**src/rtl/cpu16_pkg.sv**
```systemverilog
// Shared definitions for the 16-bit CPU: word width, fetch FSM states and fetch defaults.
package cpu16_pkg;
  localparam int WORD_W = 16;
  localparam logic [WORD_W-1:0] DEF_RESET_PC = 16'h0000;
  localparam logic [WORD_W-1:0] DEF_PC_STEP = 16'd2;

  typedef enum logic [1:0] {
    ST_IDLE   = 2'b00,
    ST_RUN    = 2'b01,
    ST_HALTED = 2'b10
  } fetch_state_e;
endpackage

```
**src/rtl/fetch_queue.sv**
```systemverilog
// DEPTH-entry FIFO of {pc, instr} pairs; flush beats push, head reads zero when empty.
module fetch_queue
  import cpu16_pkg::*;
#(
  parameter int DEPTH = 2,
  localparam int PTR_W = $clog2(DEPTH),
  localparam int CNT_W = PTR_W + 1
) (
  input  logic              clk_i,
  input  logic              rst_i,
  input  logic              push_i,
  input  logic              pop_i,
  input  logic              flush_i,
  input  logic [WORD_W-1:0] push_pc_i,
  input  logic [WORD_W-1:0] push_instr_i,
  output logic [CNT_W-1:0]  count_o,
  output logic [WORD_W-1:0] head_pc_o,
  output logic [WORD_W-1:0] head_instr_o
);
  logic [2*WORD_W-1:0] mem_q [DEPTH];
  logic [PTR_W-1:0]    rd_q, rd_d, wr_q, wr_d;
  logic [CNT_W-1:0]    cnt_q, cnt_d;
  logic [2*WORD_W-1:0] head;

  always_comb begin
    rd_d  = rd_q;
    wr_d  = wr_q;
    cnt_d = cnt_q;
    if (flush_i) begin
      rd_d  = '0;
      wr_d  = '0;
      cnt_d = '0;
    end else begin
      if (push_i) wr_d = wr_q + PTR_W'(1);
      if (pop_i)  rd_d = rd_q + PTR_W'(1);
      if (push_i && !pop_i)      cnt_d = cnt_q + CNT_W'(1);
      else if (pop_i && !push_i) cnt_d = cnt_q - CNT_W'(1);
    end
  end

  always_ff @(posedge clk_i) begin
    if (rst_i) begin
      rd_q  <= '0;
      wr_q  <= '0;
      cnt_q <= '0;
    end else begin
      rd_q  <= rd_d;
      wr_q  <= wr_d;
      cnt_q <= cnt_d;
    end
  end

  // Storage carries no reset; emptiness is tracked by the count alone.
  always_ff @(posedge clk_i) begin
    if (push_i && !flush_i) mem_q[wr_q] <= {push_pc_i, push_instr_i};
  end

  assign head         = (cnt_q != '0) ? mem_q[rd_q] : '0;
  assign head_pc_o    = head[2*WORD_W-1:WORD_W];
  assign head_instr_o = head[WORD_W-1:0];
  assign count_o      = cnt_q;
endmodule

```
**src/rtl/fetch_controller.sv**
```systemverilog
// Instruction fetch sequencer: owns FetchPC, drives instruction memory and feeds decode via a small queue.
module fetch_controller
  import cpu16_pkg::*;
#(
  parameter logic [WORD_W-1:0] RESET_PC = DEF_RESET_PC,
  parameter logic [WORD_W-1:0] PC_STEP  = DEF_PC_STEP,
  parameter int                DEPTH    = 2
) (
  input  logic              Clock,
  input  logic              Reset,
  input  logic              Start,
  output logic [WORD_W-1:0] IM_Address,
  input  logic [WORD_W-1:0] IM_Instruction,
  input  logic              Redirect,
  input  logic [WORD_W-1:0] RedirectTarget,
  input  logic              Halt,
  output logic              Inst_Valid,
  input  logic              Inst_Ready,
  output logic [WORD_W-1:0] Inst_Data,
  output logic [WORD_W-1:0] Inst_PC,
  output logic              Halted
);
  localparam int CNT_W = $clog2(DEPTH) + 1;

  fetch_state_e      state_q, state_d;
  logic [WORD_W-1:0] pc_q, pc_d;
  logic [CNT_W-1:0]  count;
  logic              push, pop, flush, full;

  assign full = (count == CNT_W'(DEPTH));
  assign pop  = Inst_Valid && Inst_Ready;

  always_comb begin
    state_d = state_q;
    pc_d    = pc_q;
    push    = 1'b0;
    flush   = 1'b0;
    case (state_q)
      ST_IDLE: if (Start) state_d = ST_RUN;
      ST_RUN: begin
        // Halt outranks Redirect; both discard whatever is buffered.
        if (Halt) begin
          state_d = ST_HALTED;
          flush   = 1'b1;
        end else if (Redirect) begin
          flush = 1'b1;
          pc_d  = RedirectTarget;
        end else if (!full || pop) begin
          push = 1'b1;
          pc_d = pc_q + PC_STEP;
        end
      end
      ST_HALTED: ;
      default: state_d = ST_IDLE;
    endcase
  end

  always_ff @(posedge Clock) begin
    if (Reset) begin
      state_q <= ST_IDLE;
      pc_q    <= RESET_PC;
    end else begin
      state_q <= state_d;
      pc_q    <= pc_d;
    end
  end

  fetch_queue #(.DEPTH(DEPTH)) u_queue (
    .clk_i        (Clock),
    .rst_i        (Reset),
    .push_i       (push),
    .pop_i        (pop),
    .flush_i      (flush),
    .push_pc_i    (pc_q),
    .push_instr_i (IM_Instruction),
    .count_o      (count),
    .head_pc_o    (Inst_PC),
    .head_instr_o (Inst_Data)
  );

  assign IM_Address = pc_q;
  assign Inst_Valid = (count != '0);
  assign Halted     = (state_q == ST_HALTED);
endmodule

```
**config.mk**
```make
export PLATFORM = sky130hd
export DESIGN_NAME = fetch_controller
export DESIGN_NICKNAME = d
export VERILOG_FILES = /design/src/rtl/cpu16_pkg.sv /design/src/rtl/fetch_queue.sv /design/src/rtl/fetch_controller.sv
export SDC_FILE = /design/constraint.sdc
export NUM_CORES = 1
export LEC_CHECK = 0
export BUFFER_PORTS_ARGS = -buffer_cell sky130_fd_sc_hd__buf_4
export CORE_ASPECT_RATIO = 1.5
export CORE_MARGIN = 1
export CORE_UTILIZATION = 55
export CTS_BUF_LIST = sky130_fd_sc_hd__clkbuf_8
export DETAILED_ROUTE_END_ITERATION = 8
export PLACE_DENSITY = 0.9
export SLEW_MARGIN = 20
export SYNTH_ARGS = -nofsm -noshare
export SYNTH_HDL_FRONTEND = slang
export SYNTH_SLANG_ARGS = --single-unit
```
**constraint.sdc**
```tcl
create_clock -name Clock -period 3.44 [get_ports Clock]
set_clock_uncertainty 0.15 [all_clocks]
set_input_delay 0.344 -clock Clock [delete_from_list [all_inputs] [get_ports Clock]]
set_output_delay 0.344 -clock Clock [all_outputs]
set_load 0.05 [all_outputs]
```
==> flow_summary.json <==
{
  "synth_edf_count": 64,
  "synth_top_cells_by_count": "edfxtp_1, nor2_1, mux2i_1",
  "die_w_um": 69.2,
  "clk_latency_ns": 0.35,
  "drive_gt1_share_pct": 29.0,
  "peakVddDrop_v": 0.000240,
  "finalCritPeriodShare_pct": 69.8,
  "syn_to_final_growth_pct": 23.9,
  "chipHeight_um": 103,
  "grt_max_degree": 34,
  "remaining_drc_errors": 0,
  "netlist_area_mm2": 0.00373,
  "reg2regPathDepth": 7,
  "fin_nets": 429,
  "leakage_nw": 1.69,
  "fin_tns_setup_ns": 0,
  "start_util_pct": 57.1,
  "worstHoldStart": "IM_Instruction[12]",
  "grt.total_usage_pct": 22.5,
  "drt_iter0_markers": 230,
  "pin_count": 88,
  "synth_cells": 304,
  "max_freq_mhz": 417,
  "endpoint_kind": "output pin",
  "power_density_mw_per_mm2": 509,
  "synth_fp_nets": 344,
  "start_kind": "register",
  "drt.antenna.violating_nets": 0,
  "grt_overflow": 0,
  "cts_tree": "yes",
  "crit_family": "flip-flops",
  "clock_power_share_pct": 27.8,
  "hold_class": "primary input to register",
  "synthFlopType": "edfxtp_1",
  "place_ws_ns": 1.05,
  "vias_per_cell": 5.79,
  "num_vias": 2715,
  "intPower_mw": 1.64,
  "grt_pass1_wl_mm": 12.2,
  "power.total_mw": 2.35,
  "rsz0062_at_grt": "false",
  "diodes": 0,
  "critPathKind": "register to output pin",
  "maxCapViolations": 0,
  "critical_path.cell_chain": "mux2i_1 > nor2_1 > buf_4",
  "slowest_delay_ns": 0.96,
  "portBuffers": 87,
  "r2r_start": "u_queue.count_o[0]",
  "dp_hpwl_mm": 5.27,
  "post_cts_buffers": 0,
  "die_area_mm2": 0.00712,
  "p_comb_share_pct": 21.5,
  "root_buffer": "clkbuf_8",
  "cts_buffers": 9,
  "first_global_vias": 2464,
  "seq_power_share_pct": 50.6,
  "hold_viol": 0,
  "tightest_slew_ns": 0.964,
  "cp.arrival_ns": 1.91,
  "swShare_pct": 30.3,
  "yosys_warnings": 0,
  "ys_types": 51,
  "synth.area.top_cells": "edfxtp_1, dfxtp_1, mux2i_1, nor2_1, nand2_1",
  "cts_resized": 0,
  "crit_fanout": 32,
  "holdPathEnd": "u_queue.mem_q[1][12]",
  "worstPathRequired_ns": 2.95,
  "core-area_mm2": 0.00653,
  "row_count": 36,
  "power_switching_uw": 712,
  "outcome": "complete, no violations",
  "synth_top_area_share_pct": 51.5,
  "routabilityCongestion": 0.935,
  "layout_setup_ws_ns": 1.04,
  "path_clk_slew_ns": 0.08,
  "yosysMostFrequentCell": "edfxtp_1",
  "crit_slowest_cell": "dfxtp_2",
  "postRouteWirelength_mm": 7.76,
  "clock_sinks": 87,
  "firstDrtPassIters": 7,
  "async_reset_ff_share_pct": 0,
  "antenna_found_initial": 0,
  "clockBufferDepth": 2,
  "rrSetupSlack_ns": 1.10,
  "finalCriticalPeriod_ns": 2.40,
  "htreeDepth": 3,
  "ys_seq_elements": 87,
  "wl_per_cell_um": 16.5,
  "synth.avg_cell_area_um2": 12.3,
  "timing.rr.end": "u_queue.count_o[1]",
  "hold_depth": 1,
  "path_buf_inv": 1,
  "slew_headroom_pct": 35.7,
  "setup_viol": 0,
  "hold_buffers": 0,
  "drv_slew": 0,
  "seq_area_frac_synth_pct": 63.9,
  "synth_area_leader_cell": "edfxtp_1"
}
## worst max path at each step
stage                       start                   to  cells past startpoint
6_report                 register           Inst_PC[5]                      3
5_1_grt                  register           Inst_PC[7]                      3
4_1_cts                  register          Inst_PC[13]                      3
3_5_place_dp           Inst_Ready   u_queue.count_o[1]                      8
3_3_place_gp           Inst_Ready   u_queue.count_o[1]                      7
2_1_floorplan  u_queue.count_o[0]  u_queue.mem_q[0][0]                      4
## metrics by stage
step | hold WS, ns | std cells | util, % | instance area, µm²
finish | 0.0225 | 469 | 70.7 | 4620
global route | 0.00338 | 469 | 70.7 | 4620
CTS | 0.00644 | 469 | 70.7 | 4620
detailed placement | 0.353 | 454 | 68.0 | 4440
global placement | 0.333 | 454 | 68.0 | 4440
floorplan | 0.293 | 304 | - | 3730
## registers in the layout, summed over array words and instances (netlist names), named ones only
signal,count
IM_Address,16
state_q,2
u_queue.count_o,2
u_queue.mem_q,64
u_queue.rd_q,1
u_queue.wr_q,1
## cell type report
cell class	instances	area (µm²)
multi-input combinational	195	1270
clock buffer	9	124
fill	463	1910
tap	76	95.1
clock inverter	6	53.8
inverter	6	22.5
timing repair buffer	90	676
sequential	87	2380
## layout by cell type (no fill, tap or decap), drive strengths merged, types with 4 or more instances in the layout
master and count:
a21oi 11, a31oi 6, buf 90, clkbuf 9, dfxtp 23, edfxtp 64
inv 8, mux2i 35, nand2 20, nand3 9, nand4 5, nor2 45
nor3 7, o21ai 6, or4 4
## metal layers
metal | GRT usage (%) | vias to the layer above | wire, µm
met5 | 0 | - | 0
met4 | 13.0 | 0 | 266
met3 | 5.38 | 22 | 502
met2 | 37.0 | 129 | 3950
met1 | 27.3 | 1257 | 3040
li1 | - | 1307 | -
## power groups by stage
stage	sequential [mW]	combinational, mW	clock, mW
global placement	1.21	0.499	0
floorplan	1.21	0.341	0
global route	1.20	0.532	0.711
CTS	1.19	0.506	0.667
finish	1.19	0.506	0.654
detailed placement	1.21	0.505	0
## cells by family (layout without fill, tap and decap cells)
group	after synthesis	count (layout)	share of synthesized area, %
and+or+nand+nor	107	107	14.1
DFF	87	87	63.9
AOI/OAI and AO/OA	47	47	8.62
muxes	35	35	9.39
buffers and inverters	22	111	2.45
xor gates and xnor gates	4	4	0.939
adders and majority gates	2	2	0.671
Power figures use the tool's default switching activity.
